<file path="src/rtl/operand_entry_seq_if.sv">
// Board-side bundle for the operand entry stage: raw keys and switches in,
// captured operand set and user prompt stage out.
interface operand_entry_seq_if;
  logic [1:0] KEY;
  logic [9:0] SW;
  logic [3:0] a_out;
  logic [3:0] b_out;
  logic       cin_out;
  logic       mode_out;
  logic       valid;
  logic [1:0] stage;

  modport master (
    output KEY,
    output SW,
    input  a_out,
    input  b_out,
    input  cin_out,
    input  mode_out,
    input  valid,
    input  stage
  );

  modport slave (
    input  KEY,
    input  SW,
    output a_out,
    output b_out,
    output cin_out,
    output mode_out,
    output valid,
    output stage
  );
endinterface

</file>
<file path="src/rtl/operand_entry_seq.sv">
// Debounces enter/abort push-buttons and steps the user through capturing
// operand A, then operand B with carry-in and mode, holding the result stable.
module operand_entry_seq #(
  parameter int DEBOUNCE_CYCLES = 500000,
  parameter int CNT_W           = 19
) (
  input  logic                CLOCK_50,
  input  logic                RESET,
  operand_entry_seq_if.slave  bus
);

  typedef enum logic [1:0] {
    LOAD_A = 2'b00,
    LOAD_B = 2'b01,
    SHOW   = 2'b10
  } state_t;

  localparam logic [CNT_W-1:0] CNT_LAST = CNT_W'(DEBOUNCE_CYCLES - 1);
  localparam logic [CNT_W-1:0] CNT_ONE  = CNT_W'(1);

  logic [1:0]       sync1_q;
  logic [1:0]       sync2_q;
  logic [1:0]       deb_q;
  logic [1:0]       deb_d;
  logic [1:0]       press_q;
  logic [1:0]       press_d;
  logic [CNT_W-1:0] cnt_q [2];
  logic [CNT_W-1:0] cnt_d [2];

  state_t     state_q;
  state_t     state_d;
  logic [3:0] a_q;
  logic [3:0] a_d;
  logic [3:0] b_q;
  logic [3:0] b_d;
  logic       cin_q;
  logic       cin_d;
  logic       mode_q;
  logic       mode_d;
  logic       valid_q;
  logic       valid_d;

  logic enterPulse;
  logic abortPulse;

  // Keys idle high, so the synchroniser and debounced levels reset to released.
  always_ff @(posedge CLOCK_50) begin
    if (RESET) begin
      sync1_q  <= 2'b11;
      sync2_q  <= 2'b11;
      deb_q    <= 2'b11;
      press_q  <= 2'b00;
      cnt_q[0] <= '0;
      cnt_q[1] <= '0;
    end else begin
      sync1_q  <= bus.KEY;
      sync2_q  <= sync1_q;
      deb_q    <= deb_d;
      press_q  <= press_d;
      cnt_q[0] <= cnt_d[0];
      cnt_q[1] <= cnt_d[1];
    end
  end

  // A level is accepted only after it has differed for DEBOUNCE_CYCLES samples in a row.
  always_comb begin
    deb_d   = deb_q;
    press_d = 2'b00;
    cnt_d[0] = '0;
    cnt_d[1] = '0;
    for (int i = 0; i < 2; i++) begin
      if (sync2_q[i] != deb_q[i]) begin
        if (cnt_q[i] == CNT_LAST) begin
          deb_d[i] = sync2_q[i];
        end else begin
          cnt_d[i] = cnt_q[i] + CNT_ONE;
        end
      end
      press_d[i] = deb_q[i] & ~deb_d[i];
    end
  end

  assign enterPulse = press_q[0];
  assign abortPulse = press_q[1];

  always_ff @(posedge CLOCK_50) begin
    if (RESET) begin
      state_q <= LOAD_A;
      a_q     <= 4'h0;
      b_q     <= 4'h0;
      cin_q   <= 1'b0;
      mode_q  <= 1'b0;
      valid_q <= 1'b0;
    end else begin
      state_q <= state_d;
      a_q     <= a_d;
      b_q     <= b_d;
      cin_q   <= cin_d;
      mode_q  <= mode_d;
      valid_q <= valid_d;
    end
  end

  // Abort has priority over enter when both pulses land in the same cycle.
  always_comb begin
    state_d = state_q;
    if (abortPulse) begin
      state_d = LOAD_A;
    end else if (enterPulse) begin
      case (state_q)
        LOAD_A:  state_d = LOAD_B;
        LOAD_B:  state_d = SHOW;
        SHOW:    state_d = LOAD_A;
        default: state_d = LOAD_A;
      endcase
    end
  end

  always_comb begin
    a_d     = a_q;
    b_d     = b_q;
    cin_d   = cin_q;
    mode_d  = mode_q;
    valid_d = valid_q;
    if (abortPulse) begin
      valid_d = 1'b0;
    end else if (enterPulse) begin
      case (state_q)
        LOAD_A: begin
          a_d     = bus.SW[3:0];
          valid_d = 1'b0;
        end
        LOAD_B: begin
          b_d     = bus.SW[3:0];
          cin_d   = bus.SW[8];
          mode_d  = bus.SW[9];
          valid_d = 1'b1;
        end
        default: valid_d = 1'b0;
      endcase
    end
  end

  assign bus.a_out    = a_q;
  assign bus.b_out    = b_q;
  assign bus.cin_out  = cin_q;
  assign bus.mode_out = mode_q;
  assign bus.valid    = valid_q;
  assign bus.stage    = state_q;

endmodule

</file>
<file path="src/flat_wrapper.sv">
// flat-port wrapper written by rule: the top's interface ports become plain ports
module operand_entry_seq_flat 
#(
  parameter int DEBOUNCE_CYCLES = 500000,
  parameter int CNT_W           = 19
)
  (CLOCK_50, RESET, bus_KEY, bus_SW, bus_a_out, bus_b_out, bus_cin_out, bus_mode_out, bus_valid, bus_stage);
  operand_entry_seq_if bus_i ();
  input  logic CLOCK_50;
  input  logic RESET;
  input wire logic [$bits(bus_i.KEY)-1:0] bus_KEY;
  input wire logic [$bits(bus_i.SW)-1:0] bus_SW;
  output wire logic [$bits(bus_i.a_out)-1:0] bus_a_out;
  output wire logic [$bits(bus_i.b_out)-1:0] bus_b_out;
  output wire logic [$bits(bus_i.cin_out)-1:0] bus_cin_out;
  output wire logic [$bits(bus_i.mode_out)-1:0] bus_mode_out;
  output wire logic [$bits(bus_i.valid)-1:0] bus_valid;
  output wire logic [$bits(bus_i.stage)-1:0] bus_stage;
  assign bus_i.KEY = bus_KEY;
  assign bus_i.SW = bus_SW;
  assign bus_a_out = bus_i.a_out;
  assign bus_b_out = bus_i.b_out;
  assign bus_cin_out = bus_i.cin_out;
  assign bus_mode_out = bus_i.mode_out;
  assign bus_valid = bus_i.valid;
  assign bus_stage = bus_i.stage;
  operand_entry_seq #(.DEBOUNCE_CYCLES(DEBOUNCE_CYCLES), .CNT_W(CNT_W)) u_core (.CLOCK_50(CLOCK_50), .RESET(RESET), .bus(bus_i));
endmodule
</file>
<file path="config.mk">
export PLATFORM = sky130hd
export DESIGN_NAME = operand_entry_seq_flat
export DESIGN_NICKNAME = d
export VERILOG_FILES = /design/src/rtl/operand_entry_seq_if.sv /design/src/rtl/operand_entry_seq.sv /design/src/flat_wrapper.sv
export SDC_FILE = /design/constraint.sdc
export NUM_CORES = 1
export LEC_CHECK = 0
export CORE_MARGIN = 2
export CORE_UTILIZATION = 55
export DETAILED_ROUTE_END_ITERATION = 8
export GPL_TIMING_DRIVEN = 0
export PLACE_DENSITY_LB_ADDON = 0.3
export SYNTH_ARGS = -nofsm -noshare
export SYNTH_HDL_FRONTEND = slang
export SYNTH_SLANG_ARGS = --single-unit
</file>
<file path="constraint.sdc">
create_clock -name CLOCK_50 -period 1.9 [get_ports CLOCK_50]
set_input_delay 0.38 -clock CLOCK_50 [delete_from_list [all_inputs] [get_ports CLOCK_50]]
set_output_delay 0.38 -clock CLOCK_50 [all_outputs]
set_load 0.01 [all_outputs]
</file>
# Word level (Yosys, flattened, before mapping)
# Memory sizes are Yosys's and may differ from the RTL's.
# Index checks and enable logic that the tools add are counted.
dict set report totals {
  ff_bits 21
  input_bits 14
  elab_cells 44
  ram_bits 38
  n_memories 1
}
# memory words width read_ports rd_ports_with_merged_regs wr line
set memory_table {}
lappend memory_table {u_core.cnt_q 2 19 2 0 2 operand_entry_seq.sv:27} ;# logic [CNT_W-1:0] cnt_q [2];
dict set report classes {
  n_reduce_logical 4
  n_eq_ne 5
  bitwise_logic 7
  add_sub_neg 2
  mux 15
}
# op n
set ops {}
lappend ops {{two-way mux 19 bit} 6}
lappend ops {{adder 19 x 1 -> 19 bit, second input constant} 2}
lappend ops {{== test 19 bit, second input constant} 2}
lappend ops {{two-way mux 1 bit} 8}
lappend ops {{AND reduction 3 bit} 2}
lappend ops {{case mux 2 bit (2 select lines)} 1}
lappend ops {{NOT 1 bit} 3}
lappend ops {{AND 1 bit} 2}
lappend ops {{== test 2 x 1 -> 1 bit, second input constant} 1}
lappend ops {{logical NOT 2 bit} 1}
lappend ops {{!= test 1 bit} 2}
lappend ops {{OR 1 bit} 2}
lappend ops {{OR reduction 2 bit} 1}

# Longest topological paths before layout
# Gate-level depths: netlist of the first run.
dict set report depth {
  depth_word 5
  mapped_depth 6
}

# Worst setup path before layout of the first run
# OpenSTA, ideal clock, no wires.
dict set report synth_timing {
  kind {reg2reg}
  from {memory u_core.cnt_q[1][0] (netlist: u_core.cnt_q[0][19])}
  to {memory u_core.cnt_q[1][18] (netlist: u_core.cnt_q[0][37])}
  setup_ps 121
  slack_ps 350
  arrival_ps 1428
  n_path_buf 0
  t_required_ps 1779
  stages_incl_launch_ff 6
  path_cell_list {dfxtp_1 -> ha_1 -> nand4_2 -> nor4_1 -> nand3_1 -> nor3b_1}
}
# element line
set synth_lines {}
lappend synth_lines {{from (decl)} operand_entry_seq.sv:27}

==> results by group, run 1 <==
Routing
  • Avg Vias per Cell: about 5.5
  • DRC: 0
  • Routed len/inst: 12.6 um
  • Total Wirelength: 4.54 mm
  • Total via count in the routed design: 1967
  • Pre-Repair DR Iteration Count: 4
  • Routed Antenna Nets: 0
  • 1st-iter DRT viols: 106

Run status
  • Status: completed

Floorplan
  • Die width: 71.3 um
  • Core area: between 0.004 and 0.005 sq mm
  • Placement Rows: 24
  • Number of I/O pins: 27
  • Initial Utilization: 57.2%
  • Die height: 71.3 um
  • Die area: approximately 0.005 sq mm

Timing
  • Worst rel slew slack: 57.7%
  • Setup Skew: ~0.011 ns
  • Number of hold violations in the final report: 0
  • Worst slew pin tran: 0.632 ns
  • Post-layout minimum cycle time: 1.79 ns
  • F_max: 559 MHz
  • Max-slew violation count: 0
  • Fin crit share: 94.2%
  • Setup total negative slack: 0 ns
  • RSZ-0062 raised after global routing: true
  • Final setup viols: 0

Job
  • Max Cap Violations: 0

Critical path
  • Setup CP Type: reg -> reg
  • Startpoint Class: flip-flop
  • CP bufs+invs: 1
  • CP delay by family, top: compound AO/OA/AOI/OAI gates
  • WP data required: about 2.1 ns
  • Crit path max fanout: 10
  • CP Data Arrival Time: approximately 2 ns
  • Critical-path cell list: ha_1, nand4_2, o21ai_2, buf_4, nor2_1
  • Crit path max-delay cell type: o21ai_2
  • Crit. End Element: flip-flop
  • CP peak stage delay: 0.44 ns

Clock tree
  • Reg clk slew, reported paths: approximately 0.06 ns
  • CTS Buffer Depth: 2
  • Clk sinks: 59
  • CTS tree: done
  • CTS H-tree depth: 3
  • TritonCTS Buffers: 9
  • Clk_lat worst skew: 0.33 ns
  • CTS Root Cell: clkbuf_8
  • Post-CTS setup buffers: 0

Final layout
  • P&R area growth vs syn: 18.2%
  • Antenna Cells: 0
  • Final Net Count: approximately 320
  • Layout cell share with drive strength beyond 1: 10.7%
  • Final core utilization: between 60% and 70%

Yosys
  • Avg Inst Size Synth: 9.23 sq um
  • Synth unique cells: 42
  • Post-Syn Instances: 270
  • Synthesis warning total: 0
  • Yosys reg bits: between 50 and 60
  • Area of the mapped netlist: approximately 0.0025 sq mm
  • Net Count, Synth: 286
  • Post-synthesis sequential area ratio: 47.4%

Place
  • Global placer's final weighted congestion: approximately 0.79
  • Post-DP HPWL: 3.13 mm
  • Port Buffers: 22

Pwr
  • Switching fraction of total power: 21.5%
  • Sw power: 483 uW
  • Leakage: 0.000894 uW
  • Clock Power Share: a little over two fifths
  • Combinational share of power: 2.0%
  • Pint: 1760 uW
  • PD cells: 762 mW/mm^2
  • Maximum VDD drop: 542 uV
  • Power share of the sequential group: 55.5%

GRT
  • Largest net degree at the start of global routing: 11
  • Gr ovfl total: 0
  • Vias in the first global route: approximately 1800
  • First-pass GRT wire length: just under 8 mm
  • Gr usage total: 19.2%
  • Antenna violations before repair: 0

Hold path
  • Hold Crit Class: reg -> reg
metrics by stage:
stage	total power (uW)	hold WS [ns]	cell area [sq um]	setup WS, ns	instances
final	2240	0.418	2950	0.110	359
after global routing	2320	0.432	2950	-0.0139	359
after global placement	1320	0.392	2780	-0.0486	344
after detailed placement	1320	0.403	2780	-0.0778	344
after CTS	2260	0.424	2940	0.105	359
after floorplan	1290	0.389	2490	0.350	270
final timing paths:
check | slack [ns] | cells after the start | to | startpoint
worst max-delay path | 0.11 | 5 | u_core.cnt_q[0][28] | u_core.cnt_q[0][19]
worst min-delay path | 0.42 | 1 | u_core.sync2_q[1] | u_core.sync1_q[1]
worst max register to register | 0.11 | 5 | u_core.cnt_q[0][28] | u_core.cnt_q[0][19]
worst min register to register | 0.42 | 1 | u_core.sync2_q[1] | u_core.sync1_q[1]
Yosys cell counts (all sizes together):
library cell / count / area share [%]
or2: 6 / 1.6
nor4: 14 / 3.8
nand2: 10 / 1.5
and3b: 1 / 0.35
or4: 1 / 0.45
a211oi: 3 / 0.90
o31ai: 1 / 0.30
nor4bb: 1 / 0.40
dfxtp: 59 / 47
a21oi: 3 / 0.75
buf: 3 / 0.65
nand3: 14 / 3.0
nor3: 12 / 2.6
mux2: 1 / 0.45
o221ai: 2 / 0.70
ha: 2 / 1.0
nor2: 58 / 8.7
and4bb: 1 / 0.50
nand3b: 1 / 0.30
nand2b: 3 / 0.75
nor3b: 2 / 0.80
clkbuf: 1 / 0.15
nor4b: 1 / 0.35
inv: 8 / 1.2
o21ai: 4 / 1.1
and3: 5 / 1.3
mux2i: 12 / 4.8
xnor2: 27 / 9.5
nand4: 9 / 3.0
xor2: 4 / 1.4
or3: 1 / 0.25
routing by layer:
| metal | track usage, % | vias up | wire length, um |
|---|---|---|---|
| met5 | 0 | - | 0 |
| met4 | 9.85 | 0 | 84 |
| met3 | 4.78 | 10 | 242 |
| met2 | 28.0 | 53 | 1970 |
| met1 | 26.5 | 900 | 2250 |
| li1 | - | 1004 | - |
worst register-to-register path, stage by stage (launching register included):
cell and delay, ns:
dfxtp_1 0.40, ha_1 0.24, nand4_2 0.28, o21ai_2 0.44
buf_4 0.26, nor2_1 0.07
state kept, by name, summed over array words and instances, names as in the netlist:
register and cells:
u_core.cnt_q 38, u_core.bus.a_out 4, u_core.sync1_q 2, u_core.deb_q 2, u_core.bus.mode_out 1, u_core.bus.valid 1, u_core.bus.cin_out 1, u_core.bus.b_out 4
u_core.press_q 2, u_core.bus.stage 2, u_core.sync2_q 2
repair_timing:
action	4_1_cts	5_1_grt
hold buffers	0	0
endpoints found under the setup margin	0	7
resized for setup	0	1
hold endpoints to repair	0	0
area by class of cell:
class                           instances  area, sq um
Multi-Input combinational cell        199         1270
Buffer                                  4         20.0
Clock buffer                           12          145
Fill cell                             358         1410
Sequential cell                        59         1180
Clock inverter                          3         15.0
Inverter                                8         30.0
Timing Repair Buffer                   22          220
Tap cell                               52         65.1
power by group through the flow:
stage	clock, uW	combinational, uW	sequential, uW
final	953	45.8	1250
after floorplan	0	18.6	1270
after global placement	0	45.1	1270
after global routing	1030	50.4	1250
after CTS	970	45.7	1250
after detailed placement	0	45.4	1270
cells in the final DEF (no fill, tap or decap), types with 2 or more instances in the layout:
cell,instances
dfxtp_1,59
nor2_1,58
xnor2_1,27
clkdlybuf4s50_1,22
nor4_1,13
nand3_1,13
mux2i_1,12
nor3_1,11
nand2_1,10
clkbuf_8,10
inv_1,8
nand4_1,6
and3_1,5
xor2_1,4
or2_2,4
nand4_2,3
clkbuf_1,3
nand2b_1,3
a211oi_1,3
clkinv_2,3
a21oi_1,2
o21ai_0,2
o221ai_1,2
ha_1,2
kinds of logic after synthesis:
kind of cell	count (synthesis)	share of synthesized area [%]
AOI/OAI and AO/OA	13	3.77
and+or+nand+nor	140	29.7
muxes	13	5.27
buffers and inverters	12	2.01
DFF	59	47.4
xor gates and xnor gates	31	10.9
adders and majority gates	2	1.00
Power figures use the tool's default switching activity.
==> run 2, diff against run 1 <==
CTS_BUF_LIST = sky130_fd_sc_hd__clkbuf_4   (was not set)
==> results by group, run 2 (synthesis gave the netlist of run 1 again) <==
Routing
  • Pre-Repair DR Iteration Count: 4
  • 1st-iter DRT viols: 101
  • Avg Vias per Cell: approximately 5.4
  • Total Wirelength: 4.47 mm
  • Routed len/inst: 12.4 um
  • Routed Antenna Nets: 0
  • Total via count in the routed design: 1945
  • DRC: 0

GRT
  • Gr usage total: 19.7%
  • First-pass GRT wire length: approximately 7.8 mm
  • Antenna violations before repair: 0
  • Largest net degree at the start of global routing: 11
  • Vias in the first global route: around 1800
  • Gr ovfl total: 0

Final layout
  • Layout cell share with drive strength beyond 1: approximately 11%
  • P&R area growth vs syn: 15.8%
  • Final Net Count: 319
  • Seq. cell area: 0.00118 sq mm
  • Final Non-Filler Cells: 359
  • Max reg flops: 38
  • Final cell area excluding filler cells: 0.00289 sq mm
  • Most common cell after layout, fill and taps aside: dfxtp_1
  • Number of fill cells: approximately 370
  • Multi-input gate area: 0.00127 sq mm
  • Reg with most FFs: u_core.cnt_q
  • Antenna Cells: 0
  • Most frequent cells in the layout: dfxtp_1, nor2_1, xnor2_1

Place
  • Post-DP HPWL: 3.13 mm
  • Port Buffers: 22
  • Placed Cells: between 300 and 400
  • Global placer's final weighted congestion: 0.793
  • Placement Cell Area: roughly 0.0028 sq mm

Critical path
  • Setup CP Type: reg -> reg
  • WP data required: 2.17 ns
  • Startpoint Class: flip-flop
  • Critical R2R Launch: u_core.cnt_q[0][19]
  • R2r endpoint: u_core.cnt_q[0][32]
  • Worst R2R Setup Slack: 0.11 ns
  • Crit path max fanout: 10
  • R2R depth: 5
  • Crit. End Element: flip-flop
  • CP Data Arrival Time: 2.06 ns

Clock tree
  • TritonCTS Buffers: 9
  • Clk sinks: just under 60
  • CTS tree: done
  • Clk_lat worst skew: around 0.38 ns
  • CTS Buffer Depth: 2
  • Post-CTS Hold Buffers: 0
  • CTS Root Cell: clkbuf_4
  • CTS H-tree depth: 3
  • Reg clk slew, reported paths: 0.09 ns

Pwr
  • Leakage: 0.000872 uW
  • PD cells: approximately 690 mW/mm^2
  • Maximum VDD drop: 454 uV

Timing
  • Number of hold violations in the final report: 0
  • Worst rel slew slack: 58.4%
  • Worst slew pin tran: between 0.6 and 0.7 ns
  • Setup Skew: 0.0157 ns
  • Final setup viols: 0
  • Fin crit share: between 90 and 100%
  • Max-slew violation count: 0
  • Post-layout minimum cycle time: ~1.8 ns
  • F_max: 559 MHz
  • RSZ-0062 raised after global routing: true

Floorplan
  • Die area: 0.00509 sq mm
  • Core area: 0.00435 sq mm
  • Initial Utilization: 57.2%
  • Die width: 71.3 um
  • Number of I/O pins: 27
  • Placement Rows: 24
  • Die height: about 71 um

Hold path
  • Hold Crit Start: u_core.sync1_q[1]
  • Hold Path Stages: 1
  • Hold path endpoint: u_core.sync2_q[1]
  • Hold Crit Class: reg -> reg

Job
  • Max Cap Violations: 0

Run status
  • Status: completed
## run 2: routing by layer
| metal | global-route usage [%] | vias to the layer above | wire, um |
|---|---|---|---|
| met5 | 0 | - | 0 |
| met3 | 6.05 | 9 | 202 |
| met1 | 26.6 | 886 | 2240 |
| li1 | - | 1004 | - |
| met4 | 11.7 | 0 | 80 |
| met2 | 27.6 | 46 | 1950 |
## run 2: repair_timing
action	in CTS	in global routing
gates resized for setup	0	1
endpoints found under the setup margin	0	6
buffers inserted	0	0
## run 2: cell type report
type | count | share of cell area, %
inverters | 8 | 1.04
multi-input cells | 199 | 44.0
flip-flops and latches | 59 | 40.9
clock inverters | 4 | 0.650
well taps | 52 | 2.25
repair buffers | 22 | 7.63
clock buffers | 11 | 2.86
plain buffers | 4 | 0.694
## run 2: where the power goes
part	total [uW]	switching (uW)	internal (uW)
combinational	45.6	21.3	24.3
clock	701	419	281
sequential	1240	3.27	1240
## run 2: critical path, stage by stage (launching register included)
cell and delay, ns:
dfxtp_1 0.41, ha_1 0.24, nand4_2 0.28, o21ai_2 0.43, buf_4 0.25, nor2_1 0.06
## run 2: how the worst max path moves through the flow
stage | cells after the start | to | from | slack, ns
after detailed placement | 4 | u_core.bus.b_out[1] | RESET | -0.08
after global placement | 4 | u_core.bus.cin_out | RESET | -0.05
after floorplan | 5 | u_core.cnt_q[0][37] | u_core.cnt_q[0][19] | 0.35
final | 5 | u_core.cnt_q[0][32] | u_core.cnt_q[0][19] | 0.11
after CTS | 5 | u_core.cnt_q[0][32] | u_core.cnt_q[0][19] | 0.09
after global routing | 5 | u_core.cnt_q[0][37] | u_core.cnt_q[0][19] | -0.02
## run 2: per-stage QoR
step	util (%)	power, uW	TNS (ns)	setup slack (ns)	hold WS, ns
after detailed placement	63.8	1320	-0.633	-0.0778	0.403
after global routing	66.3	2090	-0.0466	-0.0168	0.439
final	66.3	1990	0	0.110	0.423
after floorplan	-	1290	0	0.350	0.389
after global placement	63.8	1320	-0.431	-0.0486	0.392
after CTS	66.1	2020	0	0.0950	0.428
==> run 3, diff against run 2 <==
RECOVER_POWER = 100   (was not set)
==> results by group, run 3 (synthesis gave the netlist of run 1 again) <==
Hold path
  • Hold Crit Class: reg -> reg
  • Hold Crit Start: u_core.sync1_q[1]
  • Hold Path Stages: 1
  • Hold path endpoint: u_core.sync2_q[1]

Routing
  • Avg Vias per Cell: 5.41
  • Total via count in the routed design: 1941
  • Total Wirelength: between 4 and 5 mm
  • Routed len/inst: 12.5 um
  • 1st-iter DRT viols: 102
  • Routed Antenna Nets: 0
  • DRC: 0
  • Pre-Repair DR Iteration Count: 4

Floorplan
  • Number of I/O pins: 27
  • Die height: 71.3 um
  • Placement Rows: 24
  • Die area: roughly 0.0051 sq mm
  • Initial Utilization: 57.2%
  • Core area: 0.00435 sq mm
  • Die width: about 71 um

Critical path
  • R2R depth: 5
  • Critical-path cell list: ha_1, nand4_2, o21ai_2, buf_4, nor2_1
  • Setup crit start: u_core.cnt_q[0][19]
  • R2r endpoint: u_core.cnt_q[0][32]
  • Setup CP Type: reg -> reg
  • Startpoint Class: flip-flop
  • CP Data Arrival Time: 2.07 ns
  • Critical R2R Launch: u_core.cnt_q[0][19]
  • Worst R2R Setup Slack: 0.11 ns
  • Crit path max-delay cell type: o21ai_2
  • CP peak stage delay: 0.43 ns
  • Crit path max fanout: 10
  • Crit. End Element: flip-flop
  • WP data required: 2.17 ns

GRT
  • Gr usage total: 19.7%
  • Gr ovfl total: 0
  • Antenna violations before repair: 0
  • Largest net degree at the start of global routing: 11
  • First-pass GRT wire length: 7.80 mm
  • Vias in the first global route: ~1800

Clock tree
  • CTS Root Cell: clkbuf_4
  • Clk sinks: 59
  • Post_cts resized: 0
  • Clk_lat worst skew: around 0.38 ns
  • Post-CTS Hold Buffers: 0
  • CTS tree: done
  • Reg clk slew, reported paths: ~0.090 ns
  • CTS H-tree depth: 3
  • Post-CTS setup buffers: 0
  • CTS Buffer Depth: 2
  • TritonCTS Buffers: 9

Final layout
  • Number of fill cells: 365
  • Final Net Count: ~320
  • Antenna Cells: 0
  • Most common cell after layout, fill and taps aside: dfxtp_1
  • Most frequent cells in the layout: dfxtp_1, nor2_1, xnor2_1
  • Layout cell share with drive strength beyond 1: about 11%
  • Max reg flops: 38
  • Final Non-Filler Cells: roughly 360
  • P&R area growth vs syn: 15.8%
  • Reg with most FFs: u_core.cnt_q

Place
  • Placed Cells: about 340
  • Port Buffers: 22
  • Post-DP HPWL: ~3.1 mm
  • Global placer's final weighted congestion: ~0.79

Pwr
  • Power share of the sequential group: 62.4%
  • Clock Power Share: 35.3%
  • Combinational share of power: under 10%
  • Maximum VDD drop: 455 uV
  • PD cells: 690 mW/mm^2
  • Switching fraction of total power: 22.4%
  • Sw power: 446 uW
  • Pint: ~1500 uW
  • Leakage: a little over 0.0009 uW

Timing
  • F_max: 558 MHz
  • Setup total negative slack: 0 ns
  • Post-layout minimum cycle time: 1.79 ns
  • Final setup viols: 0
  • Number of hold violations in the final report: 0
  • Max-slew violation count: 0
  • Worst slew pin tran: 0.622 ns
  • Worst rel slew slack: about three fifths
  • Setup Skew: 0.0156 ns
  • Fin crit share: between 90% and 100%
  • RSZ-0062 raised after global routing: true

Job
  • Max Cap Violations: 0

Run status
  • Status: completed
run 3: critical path: cells and delay by family (launching register included):
family / cells / cell delay, ns
buffers and inverters: 1 / 0.25
AND/OR/NAND/NOR: 2 / 0.34
AO/OA/AOI/OAI: 1 / 0.43
adder cells (fa/ha/maj): 1 / 0.24
flip-flops: 1 / 0.41
run 3: cell type report:
class	instances	area, sq um	area share (%)
Clock buffer	11	82.6	2.86
Multi-Input combinational cell	199	1270	44.0
Clock inverter	4	18.8	0.650
Inverter	8	30.0	1.04
Sequential cell	59	1180	40.9
Buffer	4	20.0	0.694
Tap cell	52	65.1	2.25
Timing Repair Buffer	22	220	7.63
run 3: metal layers:
layer / vias to the layer above / GRT usage [%] / routed length [um]
li1: 1002 / - / -
met1: 887 / 26.6 / 2250
met2: 43 / 27.6 / 1940
met3: 9 / 6.05 / 210
met4: 0 / 11.7 / 81
met5: - / 0 / 0
run 3: through the flow:
stage / setup WS, ns / utilization (%) / hold WS [ns] / area (sq um) / total power [uW]
6_report: 0.108 / 66.3 / 0.423 / 2890 / 1990
5_1_grt: -0.0168 / 66.3 / 0.439 / 2890 / 2090
4_1_cts: 0.0950 / 66.1 / 0.428 / 2880 / 2020
3_5_place_dp: -0.0778 / 63.8 / 0.403 / 2780 / 1320
3_3_place_gp: -0.0486 / 63.8 / 0.392 / 2780 / 1320
2_1_floorplan: 0.350 / - / 0.389 / 2490 / 1290
run 3: worst max path at each step:
stage | endpoint | slack [ns] | depth (start not counted)
finish | u_core.cnt_q[0][32] | 0.11 | 5
global route | u_core.cnt_q[0][37] | -0.02 | 5
CTS | u_core.cnt_q[0][32] | 0.09 | 5
detailed placement | u_core.bus.b_out[1] | -0.08 | 4
global placement | u_core.bus.cin_out | -0.05 | 4
floorplan | u_core.cnt_q[0][37] | 0.35 | 5
run 3: power by group through the flow:
stage          clock network, uW  logic, uW  registers [uW]
3_5_place_dp                   0       45.4            1270
6_report                     703       45.3            1240
4_1_cts                      727       45.6            1240
2_1_floorplan                  0       18.6            1270
5_1_grt                      792       49.8            1250
3_3_place_gp                   0       45.1            1270
